## config.mk

```make
export PLATFORM = sky130hd
export DESIGN_NAME = sram_port_arbiter_flat
export DESIGN_NICKNAME = d
export VERILOG_FILES = /design/src/rtl/sram_port_arbiter_if.sv /design/src/rtl/sram_port_arbiter.sv /design/src/flat_wrapper.sv
export SDC_FILE = /design/constraint.sdc
export NUM_CORES = 1
export LEC_CHECK = 0
export ABC_AREA = 0
export CORE_AREA = 2 2 127 129
export CTS_BUF_LIST = sky130_fd_sc_hd__clkbuf_8
export CTS_CLUSTER_DIAMETER = 100
export DETAILED_ROUTE_END_ITERATION = 10
export DIE_AREA = 0 0 129 131
export PLACE_DENSITY = 0.64
export SLEW_MARGIN = 20
export SYNTH_ARGS = -nofsm -noshare
export SYNTH_HDL_FRONTEND = slang
export SYNTH_SLANG_ARGS = --single-unit
```

## constraint.sdc

```tcl
create_clock -name clk -period 2.3 [get_ports clk]
set_clock_uncertainty 0.2 [all_clocks]
set_input_delay 0.23 -clock clk [delete_from_list [all_inputs] [get_ports clk]]
set_output_delay 0.23 -clock clk [all_outputs]
set_load 0.01 [all_outputs]
```

## src/rtl/sram_port_arbiter_if.sv

```systemverilog
// One sram-like port: address-phase request fields plus the addr_ok/data_ok handshake.
// The master modport issues requests; the slave modport accepts and answers them.
interface sram_port_arbiter_if;
   logic        req;
   logic        wr;
   logic [1:0]  size;
   logic [31:0] addr;
   logic [3:0]  wstrb;
   logic [31:0] wdata;
   logic        addr_ok;
   logic        data_ok;
   logic [31:0] rdata;

   modport master (output req, wr, size, addr, wstrb, wdata,
                   input  addr_ok, data_ok, rdata);
   modport slave  (input  req, wr, size, addr, wstrb, wdata,
                   output addr_ok, data_ok, rdata);
endinterface

```

## src/rtl/sram_port_arbiter.sv

```systemverilog
// Shares one sram-like port between the fetch and MEM-stage masters with data-first priority.
// An in-order owner FIFO routes each downstream response back to the master that issued it.
module sram_port_arbiter #(
   parameter int DEPTH = 4
) (
   input  logic                     clk,
   input  logic                     rst_n,
   sram_port_arbiter_if.slave       inst,
   sram_port_arbiter_if.slave       data,
   sram_port_arbiter_if.master      mem,
   output logic [$clog2(DEPTH):0]   outstanding,
   output logic                     proto_err
);

   localparam int AW = $clog2(DEPTH);
   localparam int CW = AW + 1;

   logic [DEPTH-1:0] owner;
   logic [AW-1:0]    head;
   logic [AW-1:0]    tail;
   logic             full;
   logic             empty;
   logic             grant_d;
   logic             grant_i;
   logic             push;
   logic             pop;
   logic             head_id;

   assign full    = (outstanding == CW'(DEPTH));
   assign empty   = (outstanding == '0);
   assign grant_d = data.req && !full;
   assign grant_i = inst.req && !data.req && !full;
   assign push    = mem.req && mem.addr_ok;
   assign pop     = mem.data_ok && !empty;
   assign head_id = owner[head];

   always_comb begin
      mem.req   = grant_d | grant_i;
      mem.wr    = 1'b0;
      mem.size  = '0;
      mem.addr  = '0;
      mem.wstrb = '0;
      mem.wdata = '0;
      if (grant_d) begin
         mem.wr    = data.wr;
         mem.size  = data.size;
         mem.addr  = data.addr;
         mem.wstrb = data.wstrb;
         mem.wdata = data.wdata;
      end else if (grant_i) begin
         mem.wr    = inst.wr;
         mem.size  = inst.size;
         mem.addr  = inst.addr;
         mem.wstrb = inst.wstrb;
         mem.wdata = inst.wdata;
      end
   end

   assign data.addr_ok = grant_d & mem.addr_ok;
   assign inst.addr_ok = grant_i & mem.addr_ok;
   // A response with nothing tracked is dropped rather than routed to a stale owner.
   assign data.data_ok = pop & head_id;
   assign inst.data_ok = pop & ~head_id;
   assign data.rdata   = mem.rdata;
   assign inst.rdata   = mem.rdata;

   always_ff @(posedge clk or negedge rst_n) begin
      if (!rst_n) begin
         owner       <= '0;
         head        <= '0;
         tail        <= '0;
         outstanding <= '0;
         proto_err   <= 1'b0;
      end else begin
         if (push) begin
            owner[tail] <= grant_d;
            tail        <= tail + AW'(1);
         end
         if (pop) begin
            head <= head + AW'(1);
         end
         if (push && !pop) begin
            outstanding <= outstanding + CW'(1);
         end else if (pop && !push) begin
            outstanding <= outstanding - CW'(1);
         end
         if (mem.data_ok && empty) begin
            proto_err <= 1'b1;
         end
      end
   end

endmodule

```

## src/flat_wrapper.sv

```systemverilog
// flat-port wrapper written by rule: the top's interface ports become plain ports
module sram_port_arbiter_flat 
#(
   parameter int DEPTH = 4
)
  (clk, rst_n, outstanding, proto_err, inst_req, inst_wr, inst_size, inst_addr, inst_wstrb, inst_wdata, inst_addr_ok, inst_data_ok, inst_rdata, data_req, data_wr, data_size, data_addr, data_wstrb, data_wdata, data_addr_ok, data_data_ok, data_rdata, mem_req, mem_wr, mem_size, mem_addr, mem_wstrb, mem_wdata, mem_addr_ok, mem_data_ok, mem_rdata);
  sram_port_arbiter_if inst_i ();
  sram_port_arbiter_if data_i ();
  sram_port_arbiter_if mem_i ();
  input  logic clk;
  input  logic rst_n;
  output logic [$clog2(DEPTH):0] outstanding;
  output logic proto_err;
  input wire logic [$bits(inst_i.req)-1:0] inst_req;
  input wire logic [$bits(inst_i.wr)-1:0] inst_wr;
  input wire logic [$bits(inst_i.size)-1:0] inst_size;
  input wire logic [$bits(inst_i.addr)-1:0] inst_addr;
  input wire logic [$bits(inst_i.wstrb)-1:0] inst_wstrb;
  input wire logic [$bits(inst_i.wdata)-1:0] inst_wdata;
  output wire logic [$bits(inst_i.addr_ok)-1:0] inst_addr_ok;
  output wire logic [$bits(inst_i.data_ok)-1:0] inst_data_ok;
  output wire logic [$bits(inst_i.rdata)-1:0] inst_rdata;
  input wire logic [$bits(data_i.req)-1:0] data_req;
  input wire logic [$bits(data_i.wr)-1:0] data_wr;
  input wire logic [$bits(data_i.size)-1:0] data_size;
  input wire logic [$bits(data_i.addr)-1:0] data_addr;
  input wire logic [$bits(data_i.wstrb)-1:0] data_wstrb;
  input wire logic [$bits(data_i.wdata)-1:0] data_wdata;
  output wire logic [$bits(data_i.addr_ok)-1:0] data_addr_ok;
  output wire logic [$bits(data_i.data_ok)-1:0] data_data_ok;
  output wire logic [$bits(data_i.rdata)-1:0] data_rdata;
  output wire logic [$bits(mem_i.req)-1:0] mem_req;
  output wire logic [$bits(mem_i.wr)-1:0] mem_wr;
  output wire logic [$bits(mem_i.size)-1:0] mem_size;
  output wire logic [$bits(mem_i.addr)-1:0] mem_addr;
  output wire logic [$bits(mem_i.wstrb)-1:0] mem_wstrb;
  output wire logic [$bits(mem_i.wdata)-1:0] mem_wdata;
  input wire logic [$bits(mem_i.addr_ok)-1:0] mem_addr_ok;
  input wire logic [$bits(mem_i.data_ok)-1:0] mem_data_ok;
  input wire logic [$bits(mem_i.rdata)-1:0] mem_rdata;
  assign inst_i.req = inst_req;
  assign inst_i.wr = inst_wr;
  assign inst_i.size = inst_size;
  assign inst_i.addr = inst_addr;
  assign inst_i.wstrb = inst_wstrb;
  assign inst_i.wdata = inst_wdata;
  assign inst_addr_ok = inst_i.addr_ok;
  assign inst_data_ok = inst_i.data_ok;
  assign inst_rdata = inst_i.rdata;
  assign data_i.req = data_req;
  assign data_i.wr = data_wr;
  assign data_i.size = data_size;
  assign data_i.addr = data_addr;
  assign data_i.wstrb = data_wstrb;
  assign data_i.wdata = data_wdata;
  assign data_addr_ok = data_i.addr_ok;
  assign data_data_ok = data_i.data_ok;
  assign data_rdata = data_i.rdata;
  assign mem_req = mem_i.req;
  assign mem_wr = mem_i.wr;
  assign mem_size = mem_i.size;
  assign mem_addr = mem_i.addr;
  assign mem_wstrb = mem_i.wstrb;
  assign mem_wdata = mem_i.wdata;
  assign mem_i.addr_ok = mem_addr_ok;
  assign mem_i.data_ok = mem_data_ok;
  assign mem_i.rdata = mem_rdata;
  sram_port_arbiter #(.DEPTH(DEPTH)) u_core (.clk(clk), .rst_n(rst_n), .inst(inst_i), .data(data_i), .mem(mem_i), .outstanding(outstanding), .proto_err(proto_err));
endmodule
```

* After elaboration in Yosys (flattened, before gate mapping)
Index checks and enable logic that the tools add are counted.
Word-level totals: latch bits 0, ROM bits 0, RAM bits 0, word-level logic and storage cells 52, register bits 12, input bits 180, output and inout port bits 144, memories 0
Cells by class: bitwise gates (word level) 6, equal/unequal tests 1, divide/modulo/power cells 0, multipliers 0, multiplexer cells 17, $lt $le $gt $ge 3, $add $sub $neg 4, reduce and logical (&&, ||, !) cells 16, shift operators 0
Operators with widths (count):
- $mux 32 | 4
- $logic_and 1x1->1 | 9
- $mux 4 | 2
- $lt 2x3->1 const B | 2
- $mux 3 | 2
- $logic_not 1->1 | 5
- $add 2x1->2 const B | 2
- $and 1x1->1 | 4
- $bwmux 4 | 1
- $mux 1 | 4
- $mux 2 | 2
- $add 3x1->3 const B | 1
- $eq 3x3->1 const B | 1
- $logic_not 3->1 | 1
- $sub 3x1->3 const B | 1
- $bmux 1 s2 | 1
- $demux 1 s2 | 1
- $ge 2x1->1 const B | 1
- $reduce_bool 2->1 | 1
- $not 1->1 | 1
- $or 1x1->1 | 1

* Logic depth before layout (Yosys ltp)
Gate-level depths: netlist (run 1).
depth in word-level cells 9, depth in mapped cells 8, gate-level depth less buffers 8

* Worst setup path after synthesis (run 1)
Ideal clock, no wire load.
path kind register -> register, start point reg u_core.outstanding[0], end point reg u_core.outstanding[2], required time 2021 ps, slack 78 ps, arrival time 1943 ps, clock period less this slack 2222 ps, path buffers 0, setup time 79 ps, cell stages (with the launch flop) 9, cell sequence dfrtp_1 nor3_1 nand2b_1 ha_1 inv_1 fa_1 xor2_1 nor2_1 xor2_1
Between the ends: word-level cells in the longest chain between the ends 8
RTL lines:
- start: declaration | RTL line sram_port_arbiter.sv:11 | output logic [$clog2(DEPTH):0] outstanding,
- start signal: assignment | RTL line sram_port_arbiter.sv:83 | outstanding <= outstanding + CW'(1);
- start signal: assignment | RTL line sram_port_arbiter.sv:85 | outstanding <= outstanding - CW'(1);
- $eq 3x3->1 | RTL line sram_port_arbiter.sv:29 | assign full = (outstanding == CW'(DEPTH));
- $logic_not 1->1 | RTL line sram_port_arbiter.sv:31, sram_port_arbiter.sv:32
- $logic_and 1x1->1, on equally long branches | RTL line sram_port_arbiter.sv:31, sram_port_arbiter.sv:32
- $or 1x1->1 | RTL line sram_port_arbiter.sv:38 | mem.req = grant_d | grant_i;
- $logic_and 1x1->1 | RTL line sram_port_arbiter.sv:33 | assign push = mem.req && mem.addr_ok;
- $logic_not 1->1 | RTL line sram_port_arbiter.sv:84 | end else if (pop && !push) begin
- $logic_and 1x1->1 | RTL line sram_port_arbiter.sv:84
- $reduce_bool 2->1 (no source line)
Several ways; a longest one is shown, not always the timed one. The select of a mux whose other input is x is not followed. A chain may end at the register's enable or synchronous reset.

* Final worst setup path (run 1)
start point reg u_core.outstanding[1], end point reg u_core.outstanding[1]
Between the ends: word-level cells in the longest chain between the ends 8
RTL lines:
- $eq 3x3->1 * | RTL line sram_port_arbiter.sv:29
- $logic_not 1->1 * | RTL line sram_port_arbiter.sv:31, sram_port_arbiter.sv:32
- $logic_and 1x1->1, on equally long branches | RTL line sram_port_arbiter.sv:31, sram_port_arbiter.sv:32
- $or 1x1->1 * | RTL line sram_port_arbiter.sv:38
- $logic_and 1x1->1 * | RTL line sram_port_arbiter.sv:33
- via u_core.push | RTL line sram_port_arbiter.sv:25 | logic push;
- $logic_not 1->1 | RTL line sram_port_arbiter.sv:84
- $logic_and 1x1->1 | RTL line sram_port_arbiter.sv:84
- $reduce_bool 2->1 (no source line)
Mark *: on every way through the listed nets, which the timed path passes. The rest lies on a longest branch. The select of a mux whose other input is x is not followed.

==> results of run 1 <==
==> worst max-delay path, delay by kind of cell, from the launching register on <==
| kind | cells | cell delay, ns |
|---|---|---|
| adders and majority gates | 2 | 0.60 |
| buffers and inverters | 4 | 0.52 |
| DFF | 1 | 0.37 |
| muxes | 1 | 0.26 |
| and+or+nand+nor | 2 | 0.24 |
==> cell usage after synthesis <==
| library cell | instances |
|---|---|
| nor3b_4 | 1 |
| buf_4 | 64 |
| o31ai_1 | 4 |
| nand3b_1 | 1 |
| nor3_1 | 1 |
| ha_1 | 5 |
| mux2_1 | 1 |
| nand2b_1 | 3 |
| buf_6 | 7 |
| nor2_1 | 3 |
| mux4_2 | 1 |
| inv_1 | 3 |
| mux2_2 | 1 |
| xor2_1 | 2 |
| and2_1 | 2 |
| nor2b_1 | 2 |
| nor2_2 | 1 |
| fa_1 | 1 |
| buf_2 | 8 |
| nand2_1 | 4 |
| xnor2_1 | 4 |
| dfrtp_1 | 12 |
| a22o_1 | 71 |
| a21o_1 | 1 |
| o21ai_0 | 6 |
==> metal layers <==
metal  wire [µm]  GRT usage
met5          11          0
met4         353     0.0441
met3        1500     0.0603
met2        6350      0.236
met1        4470      0.134
==> final timing paths <==
path                                             from                     to  slack, ns
worst max-delay path            u_core.outstanding[1]  u_core.outstanding[1]      0.001
worst min-delay path                            rst_n       u_core.proto_err       0.14
worst max register to register  u_core.outstanding[1]  u_core.outstanding[1]      0.001
worst min register to register       u_core.proto_err       u_core.proto_err       0.25
max in group asynchronous                       rst_n  u_core.outstanding[2]       1.41
min in group clk                     u_core.proto_err       u_core.proto_err       0.25
==> cell type report <==
type	count	share of cell area
tap	216	0.0660
multi-input combinational	115	0.266
antenna	2	0.00122
inverter	3	0.00275
timing repair buffer	256	0.577
clock buffer	4	0.0134
sequential	12	0.0733
==> per-stage QoR <==
step,util,TNS [ns],setup slack [ns],std cells
2_1_floorplan,-,0,0.0780,209
3_3_place_gp,0.256,-6.77,-0.213,590
3_5_place_dp,0.256,-8.32,-0.237,590
4_1_cts,0.265,-0.00234,-0.00234,606
5_1_grt,0.262,-0.157,-0.0707,607
6_report,0.263,0,0.00133,608
==> report_power, final <==
part           leakage (µW)  total, µW  internal, µW  switching [µW]
registers          0.000135        397           320            76.6
clock network     0.0000288        239           152            87.0
logic               0.00162       2060          1150             920
total               0.00178       2700          1620            1080
==> state kept, by name, indices dropped and copies added, names as in the netlist <==
name	count
u_core.head	2
u_core.outstanding	3
u_core.owner	4
u_core.proto_err	1
u_core.tail	2
==> logic make-up after synthesis <==
family                     after synthesis
buffers and inverters                   82
DFF                                     12
adders and majority gates                6
xor gates and xnor gates                 6
and+or+nand+nor                         18
AOI/OAI and AO/OA                       82
muxes                                    3
==> cell usage in the layout (no fill, tap or decap), types with 6 or more instances in the layout <==
master / Yosys / final
dlygate4sd2_1: 0 / 13
o21ai_0: 6 / 6
clkdlybuf4s15_1: 0 / 21
a22o_1: 71 / 65
buf_6: 7 / 9
clkdlybuf4s50_1: 0 / 151
a22o_4: 0 / 6
dfrtp_1: 12 / 12
buf_4: 64 / 20
buf_2: 8 / 24
clkbuf_2: 0 / 13
==> what timing repair did <==
action	in CTS	in global routing
pin swaps	5	9
resized for setup	169	55
setup buffers	10	3
setup endpoints to repair	74	41
gates cloned	2	0
endpoints found under the hold margin	0	0
==> flow_summary.toml, run 1 <==
[clocking]
cts.path.max_buffers = 2
clock_latency_ns = 0.25
ctsHoldBuffers = 0
clk_pin_slew_worst_paths_ns = 0.05
numCtsBuffers = 3
cts_root_buf = "clkbuf_8"
htreeDepth = 1
clock-sinks = 12
cts_tree = "yes"

[logic_synthesis]
synth.mux.area_fraction = 0.0239
synth_top_area_frac = 0.329
synth_nets = 395
synth_top_family_by_area = "compound AO/OA/AOI/OAI gates"
synthSimpleGateAreaFrac = 0.0570
synth_compound_area_frac = 0.365
ys_types = 25
synth_xor_area_frac = 0.0278
synth_largest_area_cell = "a22o_1"
synthTopCellsByArea = "a22o_1 (33%), buf_4 (25%), dfrtp_1 (16%)"
syn_avg_cell_area_um2 = 9.03
synth_area_um2 = 1890
syn_inst = 209
yosys_warnings = 0
synth-adder-area-share = 0.0437
yosysSeqAreaShare = 0.159
synth-seq-cells = 12

[worst_setup_path]
slowest_stage = "fa_2"
start_kind = "flop"
crit_type = "reg2reg"
r2r_cells = 9
cp_slowest_stage_delay_ns = 0.43
crit_chain = "buf_4 > nor3b_4 > buf_6 > buf_4 > nor2_4 > ha_4 > inv_1 > fa_2 > mux2_2"
end_kind = "flop"
path_common_cell = "buf_4"
worstPathArrival_ns = 2.23
required_ns = 2.24
crit_path_max_fanout = 7

[global_routing]
grt_overflow = 0
grtUsageTotal = 0.131
grt_max_degree = 26
grt_pass1_vias = 2464
antenna_found_initial = 3
grt_pass1_wl_mm = 15.6

[run]
max_cap_violations = 0

[detailed_routing]
drt_first_pass_iters = 4
dr_total_vias = 2413
ant_nets = 0
routed_wl_mm = 12.7
routedWlPerCell_um = 20.8
viasPerCell = 3.97
drt_iter0_markers = 127
drc = 0

[power]
power_uw = 2700
ir_worst_vdd_mv = 0.334
p_leak_uw = 0.00178
power.density_nw_per_um2 = 659

[sta]
fin_crit_sh = 0.999
rsz0062_at_grt = "yes"
fin_crit_ns = 2.30
maxSlewHeadroom = 0.636
fmax_mhz = 435
hold_viol = 0
setup-violations-final = 0
holdWs_ns = 0.136
tightest_slew_ns = 0.545
slew_violations = 0

[layout]
postLayoutCellArea_um2 = 4100
seqCellArea_um2 = 300
fill_cells = 1682
nets = 577
drive_above_1_share = 0.236
area_growth_pct = 117
multiInputGateArea_um2 = 1090

[floorplanning]
start_util = 0.121
core_area_um2 = 15600
fp-row-count = 46
die_h_um = 131
io_pins = 324
dieArea_um2 = 16900
die_w_um = 129

[run_status]
status = "finished, final reports clean"

[placement]
hpwl_mm = 10.3
io_buffers = 227
gp_congestion = 0.804
placed_area_um2 = 3990

[min_path]
worst_hold_path_type = "in2async"
No activity file was read; power rests on OpenSTA's default activity.
==> run 2: changes to the inputs <==
--- a/config.mk
+++ b/config.mk
@@ -7,7 +7,6 @@
 export LEC_CHECK = 0
 export ABC_AREA = 0
 export CORE_AREA = 2 2 127 129
-export CTS_BUF_LIST = sky130_fd_sc_hd__clkbuf_8
 export CTS_CLUSTER_DIAMETER = 100
 export DETAILED_ROUTE_END_ITERATION = 10
 export DIE_AREA = 0 0 129 131
==> run 2 against run 1 <==
Compared with the run above:
- the run now ends with negative setup slack left
- power is 4.4% higher
- combinational power is essentially flat
- global-route usage rose by 0.052 points
- hold slack improved by 0.0079 ns
- cell area shrank 1.6%
- clock power is 52% higher
- setup slack got worse by 0.023 ns
- sequential power about the same
- wire length is 0.68% lower
- critical endpoint is now mem_wdata[30]
==> flow_summary.toml, run 2 (synthesized netlist as in run 1, its figures left out) <==
[run_status]
status = "complete, but fails checks"
violations = "negative setup slack"

[placement]
placed_cells = 590
io_buffers = 227
hpwl_mm = 10.3
placed_area_um2 = 3990
gp_congestion = 0.804

[clocking]
clk_pin_slew_worst_paths_ns = 0.05
cts_tree = "yes"
numCtsBuffers = 3
ctsHoldBuffers = 0
cts_root_buf = "clkbuf_16"
htreeDepth = 1
cts.path.max_buffers = 2
clock-sinks = 12
clock_latency_ns = 0.25

[layout]
max_flop_register = "u_core.owner"
nets = 577
final_cell_mix = "clkdlybuf4s50_1 (151), a22o_1 (66), clkbuf_2 (42)"
final_common_cell = "clkdlybuf4s50_1"
postLayoutCellArea_um2 = 4030
instances_no_fill = 608
largest_reg_flops = 4
drive_above_1_share = 0.305
fill_cells = 1687
reg.largest.list = "u_core.owner x4, u_core.outstanding x3"
area_growth_pct = 114

[detailed_routing]
drt_first_pass_iters = 4
ant_nets = 0
dr_total_vias = 2402
drc = 0
routed_wl_mm = 12.6
viasPerCell = 3.95
drt_iter0_markers = 116
routedWlPerCell_um = 20.7

[worst_setup_path]
end_kind = "primary output"
worstPathArrival_ns = 1.89
crit_path_max_fanout = 5
timing.rr.start = "u_core.outstanding[1]"
r2r_setup_slack_ns = 0.03
endpoint = "mem_wdata[30]"
crit_type = "reg2out"
r2r_cells = 9
slowest_stage = "dfrtp_1"
worst-path-buf-inv = 5
required_ns = 1.87
worst-path-stages = 8
cp_slowest_stage_delay_ns = 0.37
startpoint = "u_core.outstanding[1]"
start_kind = "flop"
crit_chain = "buf_4 > nor3b_4 > buf_6 > nor2b_4 > buf_4 > bufbuf_16 > a22o_4 > buf_6"
reg2reg_to = "u_core.outstanding[1]"
crit_family = "buffers and inverters"

[floorplanning]
io_pins = 324
die_w_um = 129
die_h_um = 131
core_area_um2 = 15600
dieArea_um2 = 16900
fp-row-count = 46
start_util = 0.121

[sta]
setup_slack_ns = -0.0218
fmax_mhz = 431
tightest_slew_ns = 0.550
setup-violations-final = 1
slew_violations = 0
rsz0062_at_grt = "yes"
hold_viol = 0
fin_crit_ns = 2.32
fin_crit_sh = 1.01
maxSlewHeadroom = 0.632
fin_setup_tns_ns = -0.0218

[power]
power_frac_clock = 0.129
power.share.switching = 0.388
p_sw_uw = 1090
seqPwrFrac = 0.141
p_leak_uw = 0.00181
internal-power_uw = 1720
power.density_nw_per_um2 = 699
ir_worst_vdd_mv = 0.323
combPwrFrac = 0.731

[global_routing]
antenna_found_initial = 3
grt_pass1_wl_mm = 15.6
grt_pass1_vias = 2419
grtUsageTotal = 0.131
grt_overflow = 0
grt_max_degree = 26

[min_path]
worst_hold_path_type = "in2async"

[run]
max_cap_violations = 0
[run 2: worst register-to-register path, delay by kind of cell (launching register included)]
| family | cells | cell delay [ns] |
|---|---|---|
| adders and majority gates | 2 | 0.59 |
| buffers and inverters | 4 | 0.52 |
| DFF | 1 | 0.37 |
| muxes | 1 | 0.26 |
| and+or+nand+nor | 2 | 0.22 |
[run 2: metal layers]
metal | track usage | routed length (µm) | vias to the layer above
met5 | 0 | 13 | -
met4 | 0.0428 | 303 | 2
met3 | 0.0558 | 1440 | 17
met2 | 0.234 | 6270 | 190
met1 | 0.140 | 4560 | 1114
li1 | - | - | 1079
[run 2: worst min path at each step]
| stage | start | endpoint | slack [ns] | depth (start not counted) |
|---|---|---|---|---|
| after floorplan | rst_n | u_core.head[0] | -0.27 | 0 |
| after global placement | u_core.proto_err | u_core.proto_err | 0.24 | 1 |
| after detailed placement | u_core.proto_err | u_core.proto_err | 0.25 | 1 |
| after CTS | rst_n | u_core.head[1] | 0.16 | 1 |
| after global routing | rst_n | u_core.head[1] | 0.19 | 1 |
| final | rst_n | u_core.head[1] | 0.14 | 1 |
[run 2: area by class of cell]
type,count,area (µm²),area share
inverter,3,11.3,0.00279
clock buffer,4,88.8,0.0220
antenna,2,5.00,0.00124
timing repair buffer,256,2270,0.564
tap,216,270,0.0670
multi-input combinational,115,1080,0.268
sequential,12,300,0.0745
[run 2: metrics by stage]
step           hold slack [ns]  worst slack [ns]  power (µW)  utilization
3_5_place_dp             0.246            -0.237        2440        0.256
4_1_cts                  0.156         0.0000979        2880        0.268
5_1_grt                  0.188           -0.0657        3010        0.258
3_3_place_gp             0.241            -0.213        2400        0.256
6_report                 0.144           -0.0218        2820        0.258
2_1_floorplan           -0.266            0.0780        1400            -
[run 2: timing repair]
action / CTS / global route
gates cloned: 3 / 0
pin swaps: 2 / 11
setup buffers: 9 / 2
resized for setup: 166 / 92
endpoints found under the setup margin: 74 / 67
[run 2: power groups by stage]
| stage | combinational [µW] | sequential [µW] | clock, µW |
|---|---|---|---|
| 3_5_place_dp | 2030 | 407 | 0 |
| 6_report | 2060 | 396 | 363 |
| 2_1_floorplan | 977 | 425 | 0 |
| 3_3_place_gp | 2000 | 398 | 0 |
| 4_1_cts | 2110 | 402 | 368 |
| 5_1_grt | 2220 | 411 | 380 |
